<file path="src/rtl/dmem_arbiter.sv">
// Arbitrates the single-port data memory between the MEM-stage CPU port and an
// external loader/debug port; the CPU has priority, bounded by a starvation counter.
module dmem_arbiter #(
  parameter int ADDR_W     = 32,
  parameter int DATA_W     = 32,
  parameter int STARVE_MAX = 4
) (
  input  logic              clk,
  input  logic              reset,
  input  logic              cpu_read,
  input  logic              cpu_write,
  input  logic [ADDR_W-1:0] cpu_address,
  input  logic [DATA_W-1:0] cpu_write_data,
  output logic [DATA_W-1:0] cpu_read_data,
  output logic              cpu_stall,
  input  logic              ext_req,
  input  logic              ext_we,
  input  logic [ADDR_W-1:0] ext_address,
  input  logic [DATA_W-1:0] ext_write_data,
  output logic              ext_gnt,
  output logic [DATA_W-1:0] ext_rdata,
  output logic              ext_rvalid,
  output logic [31:0]       stall_count,
  output logic              mem_read,
  output logic              mem_write,
  output logic [ADDR_W-1:0] mem_address,
  output logic [DATA_W-1:0] mem_write_data,
  input  logic [DATA_W-1:0] mem_read_data
);

  localparam int CNT_W = (STARVE_MAX < 1) ? 1 : $clog2(STARVE_MAX + 1);
  localparam logic [CNT_W-1:0] STARVE_LIM = CNT_W'(STARVE_MAX);

  logic [CNT_W-1:0]  starve_cnt_reg, starve_cnt_next;
  logic [DATA_W-1:0] ext_rdata_reg, ext_rdata_next;
  logic              ext_rvalid_reg, ext_rvalid_next;
  logic [31:0]       stall_count_reg, stall_count_next;

  logic cpu_req;
  logic ext_force;
  logic ext_grant;
  logic cpu_grant;

  // Grant decision; reset suppresses both grants so nothing reaches the memory.
  always_comb begin
    cpu_req   = cpu_read | cpu_write;
    ext_force = (starve_cnt_reg == STARVE_LIM);
    ext_grant = ~reset & ext_req & (~cpu_req | ext_force);
    cpu_grant = ~reset & cpu_req & ~ext_grant;
  end

  always_comb begin
    mem_read       = 1'b0;
    mem_write      = 1'b0;
    mem_address    = cpu_address;
    mem_write_data = cpu_write_data;
    if (ext_grant) begin
      mem_read       = ~ext_we;
      mem_write      = ext_we;
      mem_address    = ext_address;
      mem_write_data = ext_write_data;
    end else if (cpu_grant) begin
      // A simultaneous load and store from the CPU resolves to the store.
      mem_read  = cpu_read & ~cpu_write;
      mem_write = cpu_write;
    end
  end

  assign cpu_stall     = ~reset & cpu_req & ~cpu_grant;
  assign ext_gnt       = ext_grant;
  assign cpu_read_data = mem_read_data;
  assign ext_rdata     = ext_rdata_reg;
  assign ext_rvalid    = ext_rvalid_reg;
  assign stall_count   = stall_count_reg;

  always_comb begin
    starve_cnt_next = '0;
    if (cpu_grant && ext_req) begin
      starve_cnt_next = (starve_cnt_reg == STARVE_LIM) ? starve_cnt_reg
                                                       : starve_cnt_reg + CNT_W'(1);
    end

    ext_rvalid_next = ext_grant & ~ext_we;
    ext_rdata_next  = ext_rvalid_next ? mem_read_data : ext_rdata_reg;

    stall_count_next = stall_count_reg;
    if (cpu_stall && (stall_count_reg != 32'hFFFF_FFFF)) begin
      stall_count_next = stall_count_reg + 32'd1;
    end
  end

  always_ff @(posedge clk) begin
    if (reset) begin
      starve_cnt_reg  <= '0;
      ext_rdata_reg   <= '0;
      ext_rvalid_reg  <= 1'b0;
      stall_count_reg <= '0;
    end else begin
      starve_cnt_reg  <= starve_cnt_next;
      ext_rdata_reg   <= ext_rdata_next;
      ext_rvalid_reg  <= ext_rvalid_next;
      stall_count_reg <= stall_count_next;
    end
  end

endmodule

</file>
<file path="config.mk">
export PLATFORM = sky130hd
export DESIGN_NAME = dmem_arbiter
export DESIGN_NICKNAME = d
export VERILOG_FILES = /design/src/rtl/dmem_arbiter.sv
export SDC_FILE = /design/constraint.sdc
export NUM_CORES = 1
export LEC_CHECK = 0
export ABC_AREA = 1
export CORE_AREA = 2 2 130 132
export CTS_BUF_LIST = sky130_fd_sc_hd__clkbuf_16
export CTS_CLUSTER_DIAMETER = 40
export DETAILED_ROUTE_END_ITERATION = 10
export DIE_AREA = 0 0 132 134
export PLACE_DENSITY = 0.66
export SETUP_SLACK_MARGIN = 0.02
export SYNTH_ARGS = -nofsm -noshare
export SYNTH_HDL_FRONTEND = slang
export SYNTH_SLANG_ARGS = --single-unit
</file>
<file path="constraint.sdc">
create_clock -name clk -period 2.11 [get_ports clk]
set_input_delay 0.422 -clock clk [delete_from_list [all_inputs] [get_ports clk]]
set_output_delay 0.422 -clock clk [all_outputs]
set_load 0.05 [all_outputs]
</file>
==> impl_metrics.yaml, run 1 <==
critical_path:
  crit_path_start_kind: "flip-flop"
  critical_path.endpoint_type: "primary output"
  cp_data_required_time_ns: 1.69
  crit_path_start: "starve_cnt_reg[0]"
  slowest_delay_ns: 0.33
  critPathSlowestCell: "dfxtp_2"
  timing_worst_setup_path_type: "reg2out"
  critical_path.cell_chain: "inv_2 > ha_4 > nand2_4 > nand2_4 > nand2_8 > clkinv_8 > buf_12 > clkbuf_16 > nand2_4 > nand2_4 > buf_8"
  crit_fanout: 7
  timing.critical_path.mode_cell: "nand2_4"
  cpLargestDelayFamily: "buffers and inverters"
  arrival_ns: 1.81
  buffers_plus_inverters_on_the_worst_setup_path: 5
  launching_point_of_the_worst_reg2reg_path: "starve_cnt_reg[1]"
cts:
  clock_path_buffers: 2
  cts.htree.levels: 3
  clock_insertion_delay_worst_skew_ns: 0.33
  clock_sink_count: 68
  worst_setup_hold_path_clk_slew_ns: 0.05
  cts_root_buffer: "clkbuf_16"
  numCtsBuffers: 9
  tritoncts: "done"
sta:
  setup_violations_final: 62
  final_tns_setup_ns: -3.98
  slew_violations: 0
  rsz0062_at_grt: "true"
  worst_slack_ns: -0.117
  finClkSkew_ns: 0.00825
  hold_viol_final: 0
  final_min_period_over_clock_period_pct: 106
  worstMarginPinSlew_ns: 0.530
  maximum_clock_rate_mhz: 449
  finalWorstPathRequiredPeriod_ns: 2.23
  max-slew-margin-rel_pct: 64.6
yosys:
  syn-cell-area_um2: 4290
  yosys_warnings: 0
  yosys.area.top_type: "dfxtp_1"
  ys_ff_latch: 68
  netlist_instances: 727
  ys_types: 31
  synth_top_area_share_pct: 31.7
  synthesis.area_per_instance_um2: 5.90
  synth.top_cells.by_area: "dfxtp_1 (32%), nand2_1 (31%), nor2_1 (7.0%)"
  postSynthNetCount: 896
  yosysSeqAreaShare_pct: 31.7
power:
  power_per_cell_area_nw_per_um2: 438
  cellLeakagePower_nw: 4.42
  worst_ir_drop_vdd_uv: 368
grt:
  wire_length_of_the_first_global_routing_pass_um: 36000
  globalRouteTotalUtil_pct: 27.1
  vias_in_the_first_global_route: 5918
  global_route.peak_usage_layer: "met2"
  grt_max_degree: 34
  grt-ovfl-total: 0
  grt_use_met1_pct: 35.7
  grt_antenna_before_repair: 2
  groute.layer.met3.usage_pct: 11.1
  met2_use_gr_pct: 41.0
outcome:
  outcome: "complete, but fails checks"
  failed_checks: "negative setup slack"
detailed_routing:
  drt_wirelength_um: 25500
  detail_route.wl_per_cell_um: 19.9
  number_of_vias_per_cell_after_detailed_routing: 4.73
  routed-via-count: 6069
  remaining_drc_errors: 0
  first_iter_violations: 427
  antenna_left: 0
  drt_first_pass_iters: 5
finish:
  layout-area-overhead-vs-synth_pct: 139
  final_common_cell: "clkdlybuf4s50_1"
  drive_gt1_share_pct: 35.4
  final_nets: 1228
  post-route-cell-area_um2: 10300
  post_layout_nonfiller_instances: 1283
  most-common-layout-cells: "clkdlybuf4s50_1 (223), nand2_1 (173), nand2_4 (112)"
  fillCellCount: 1330
place:
  post-place-cells: 1244
  gpl.final_weighted_congestion: 0.966
  dpl_worst_slack_ns: -0.391
  postPlaceCellArea_um2: 8050
  place.detailed.hpwl_um: 18500
  io_buffer_count: 330
hold_path:
  hold_path.class: "reg2reg"
  worstHoldStart: "ext_rdata[29]"
floorplan:
  design.die.area_um2: 17700
  die_h_um: 134
  rows: 47
  die_w_um: 132
  num_io_pins: 331
  initial_core_util_pct: 26.4
  core_area_um2: 16300
run:
  timing.max_cap.violations: 0
==> cell usage after synthesis <==
| library cell | instances |
|---|---|
| a21oi_1 | 52 |
| a31oi_1 | 3 |
| and2_1 | 2 |
| buf_1 | 5 |
| buf_2 | 8 |
| buf_4 | 34 |
| buf_6 | 5 |
| clkbuf_1 | 12 |
| clkinv_1 | 1 |
| clkinv_4 | 1 |
| dfxtp_1 | 68 |
| ha_1 | 3 |
| inv_1 | 28 |
| inv_2 | 1 |
| nand2_1 | 355 |
| nand2_2 | 3 |
| nand2_4 | 1 |
| nand3_1 | 35 |
| nand3_4 | 1 |
| nand3b_1 | 2 |
| nand3b_2 | 1 |
| nand4_1 | 6 |
| nor2_1 | 80 |
| nor2_2 | 4 |
| nor2_4 | 3 |
| nor3_1 | 4 |
| o21ai_0 | 2 |
| o31ai_1 | 1 |
| or2_1 | 1 |
| xnor2_1 | 2 |
| xor2_1 | 3 |
==> logic make-up (layout without fill, tap and decap cells) <==
kind of cell / after synthesis / after routing / share of synthesized area [%]
buf+inv: 95 / 430 / 12.5
fa+ha+maj: 3 / 3 / 0.874
compound gates: 58 / 58 / 6.91
flops: 68 / 68 / 31.7
xor+xnor: 5 / 5 / 1.02
simple gates: 498 / 498 / 47.0
other cells: 0 / 1 / 0
==> worst register-to-register path, stage by stage (launching register included) <==
cell      delay [ns]
dfxtp_2         0.32
inv_2           0.06
ha_4            0.13
nand2_4         0.06
nand2_4         0.08
nand2_8         0.08
buf_4           0.15
or2_4           0.25
buf_4           0.18
clkinv_4        0.19
nand2_1         0.08
a21oi_1         0.14
==> where the power goes <==
group / leakage [nW] / internal [W] / total (W) / switching, W
combinational: 3.73 / 0.000816 / 0.00178 / 0.000961
clock: 0.137 / 0.000885 / 0.00142 / 0.000530
sequential: 0.549 / 0.00130 / 0.00130 / 0.00000510
total: 4.42 / 0.00300 / 0.00449 / 0.00150
==> path summary, 6_finish.rpt <==
check / to / slack [ns] / depth (start not counted)
max: mem_address[17] / -0.12 / 11
min: ext_rdata[29] / 0.46 / 2
max reg2reg: ext_rdata[6] / 0.31 / 11
min reg2reg: ext_rdata[29] / 0.46 / 2
==> area by class of cell <==
cell class	instances	area, um2	area share [%]
sequential	68	1360	13.3
clock inverter	5	46.3	0.451
inverter	31	136	1.33
clock buffer	9	225	2.19
multi-input combinational	564	3480	33.9
antenna	1	2.50	0.0244
timing repair buffer	385	4740	46.2
tap	220	275	2.68
==> per-layer routing <==
metal | routed length, um | part of all wire [%]
met2 | 11300 | 44
met3 | 2840 | 11
met4 | 763 | 3.0
met1 | 10600 | 42
met5 | 0 | 0
==> per-stage QoR <==
step	total power, W	hold slack, ns	utilization [%]
after floorplan	0.00201	0.417	-
after global placement	0.00270	0.450	49.4
after detailed placement	0.00270	0.454	49.4
after CTS	0.00444	0.462	61.0
after global routing	0.00463	0.474	63.0
final	0.00449	0.460	63.0
==> timing repair <==
item	in CTS	in global routing
endpoints found under the setup margin	68	80
pin swaps	34	37
resized for setup	336	96
hold buffers	0	0
buffers inserted	13	2
gates cloned	12	3
No activity file was read; power rests on OpenSTA's default activity.
==> run 2: changes to the inputs <==
- CTS_CLUSTER_DIAMETER: 40 -> 80
==> results of run 2 <==
No change in the layout: final DEF, timing and power equal those of run 1.
==> run 3: changes to the inputs <==
- TNS_END_PERCENT: unset -> 30
==> impl_metrics.yaml, run 3 (synthesis results as in run 1) <==
floorplan:
  die_w_um: 132
  rows: 47
  design.die.area_um2: 17700
  initial_core_util_pct: 26.4
  die_h_um: 134
  core_area_um2: 16300
  num_io_pins: 331
power:
  worst_ir_drop_vdd_uv: 372
  power_per_cell_area_nw_per_um2: 453
  cellLeakagePower_nw: 4.17
  post-layout-total-power_w: 0.00447
run:
  timing.max_cap.violations: 0
finish:
  final_common_cell: "nand2_1"
  drive_gt1_share_pct: 27.0
  post-route-cell-area_um2: 9880
  final_nets: 1226
  layout-area-overhead-vs-synth_pct: 130
  most-common-layout-cells: "nand2_1 (263), clkdlybuf4s50_1 (219), buf_12 (110)"
  finalCoreUtilization_pct: 60.6
  antenna-diode-count: 0
grt:
  grt_antenna_before_repair: 0
  met2_use_gr_pct: 38.2
  grt_use_met1_pct: 32.3
  groute.layer.met3.usage_pct: 7.07
  globalRouteTotalUtil_pct: 24.1
  grt-ovfl-total: 0
  grt_max_degree: 34
  global_route.peak_usage_layer: "met2"
  vias_in_the_first_global_route: 5486
  wire_length_of_the_first_global_routing_pass_um: 32400
detailed_routing:
  drt_wirelength_um: 22000
  drt_first_pass_iters: 5
  antenna_left: 0
  number_of_vias_per_cell_after_detailed_routing: 4.47
  routed-via-count: 5727
  first_iter_violations: 322
  remaining_drc_errors: 0
  detail_route.wl_per_cell_um: 17.2
cts:
  clock_sink_count: 68
  numCtsBuffers: 9
  clock_path_buffers: 2
  cts_root_buffer: "clkbuf_16"
  clock_insertion_delay_worst_skew_ns: 0.34
  cts.htree.levels: 3
  cts-hold-fix-buffers: 0
  tritoncts: "done"
  worst_setup_hold_path_clk_slew_ns: 0.05
outcome:
  outcome: "complete, but fails checks"
  failed_checks: "negative setup slack"
sta:
  finalWorstPathRequiredPeriod_ns: 2.21
  hold_viol_final: 0
  finClkSkew_ns: 0.00851
  setup_violations_final: 54
  rsz0062_at_grt: "true"
  worst_slack_ns: -0.101
  worstMarginPinSlew_ns: 0.553
  maximum_clock_rate_mhz: 452
  timing.hold.ws_ns: 0.460
  slew_violations: 0
  max-slew-margin-rel_pct: 63.0
  final_min_period_over_clock_period_pct: 105
place:
  postPlaceCellArea_um2: 8870
  io_buffer_count: 330
  gpl.final_weighted_congestion: 0.924
  dpl_worst_slack_ns: -0.239
  place.detailed.hpwl_um: 17600
critical_path:
  critical_path.endpoint_type: "primary output"
  timing_worst_setup_path_type: "reg2out"
  crit_fanout: 6
  arrival_ns: 1.79
  crit_path_start_kind: "flip-flop"
  cp_data_required_time_ns: 1.69
hold_path:
  hold_path.class: "reg2reg"
## run 3: layout make-up
class | instances | area [um2]
fillers | 1406 | 6410
clock buffers | 9 | 225
multi-input cells | 564 | 2850
clock inverters | 6 | 56.3
inverters | 31 | 136
repair buffers | 383 | 4970
flip-flops and latches | 68 | 1360
well taps | 220 | 275
## run 3: path summary, 6_finish.rpt
| kind | cells past startpoint | from | end | slack [ns] |
|---|---|---|---|---|
| setup / recovery | 11 | starve_cnt_reg[0] | mem_write_data[31] | -0.10 |
| hold / removal | 2 | ext_rdata[27] | ext_rdata[27] | 0.46 |
| setup reg to reg | 13 | starve_cnt_reg[0] | ext_rdata[6] | 0.11 |
| hold reg to reg | 2 | ext_rdata[27] | ext_rdata[27] | 0.46 |
## run 3: worst max-delay path: stages (launching register included)
cell     delay, ns
dfxtp_2       0.33
inv_2         0.05
ha_4          0.16
nand2_4       0.07
nand2_4       0.05
nand2_4       0.10
buf_12        0.16
buf_6         0.11
buf_12        0.13
nand2_4       0.06
nand2_4       0.09
buf_12        0.14
## run 3: stage by stage
| step | setup TNS (ns) | std cells |
|---|---|---|
| after floorplan | 0 | 727 |
| after global placement | -9.61 | 1248 |
| after detailed placement | -12.03 | 1248 |
| after CTS | -3.60 | 1277 |
| after global routing | -7.30 | 1281 |
| final | -2.90 | 1281 |
## run 3: where the power goes
part	leakage [nW]	switching [W]	internal, W	total (W)
sequential	0.549	0.00000545	0.00129	0.00130
clock	0.138	0.000547	0.000896	0.00144
combinational	3.48	0.000866	0.000860	0.00173
total	4.17	0.00142	0.00305	0.00447
## run 3: metal layers
layer  part of all wire (%)  wire, um
met3                    6.8      1490
met1                     45     10000
met5                      0         0
met4                    1.5       338
met2                     46     10200
## run 3: what timing repair did
item                                    4_1_cts  5_1_grt
gates cloned                                  4        2
hold endpoints to repair                      0        0
pin swaps                                    25       22
endpoints found under the setup margin       67      112
buffers inserted                             10        2
gates resized for setup                      86       64
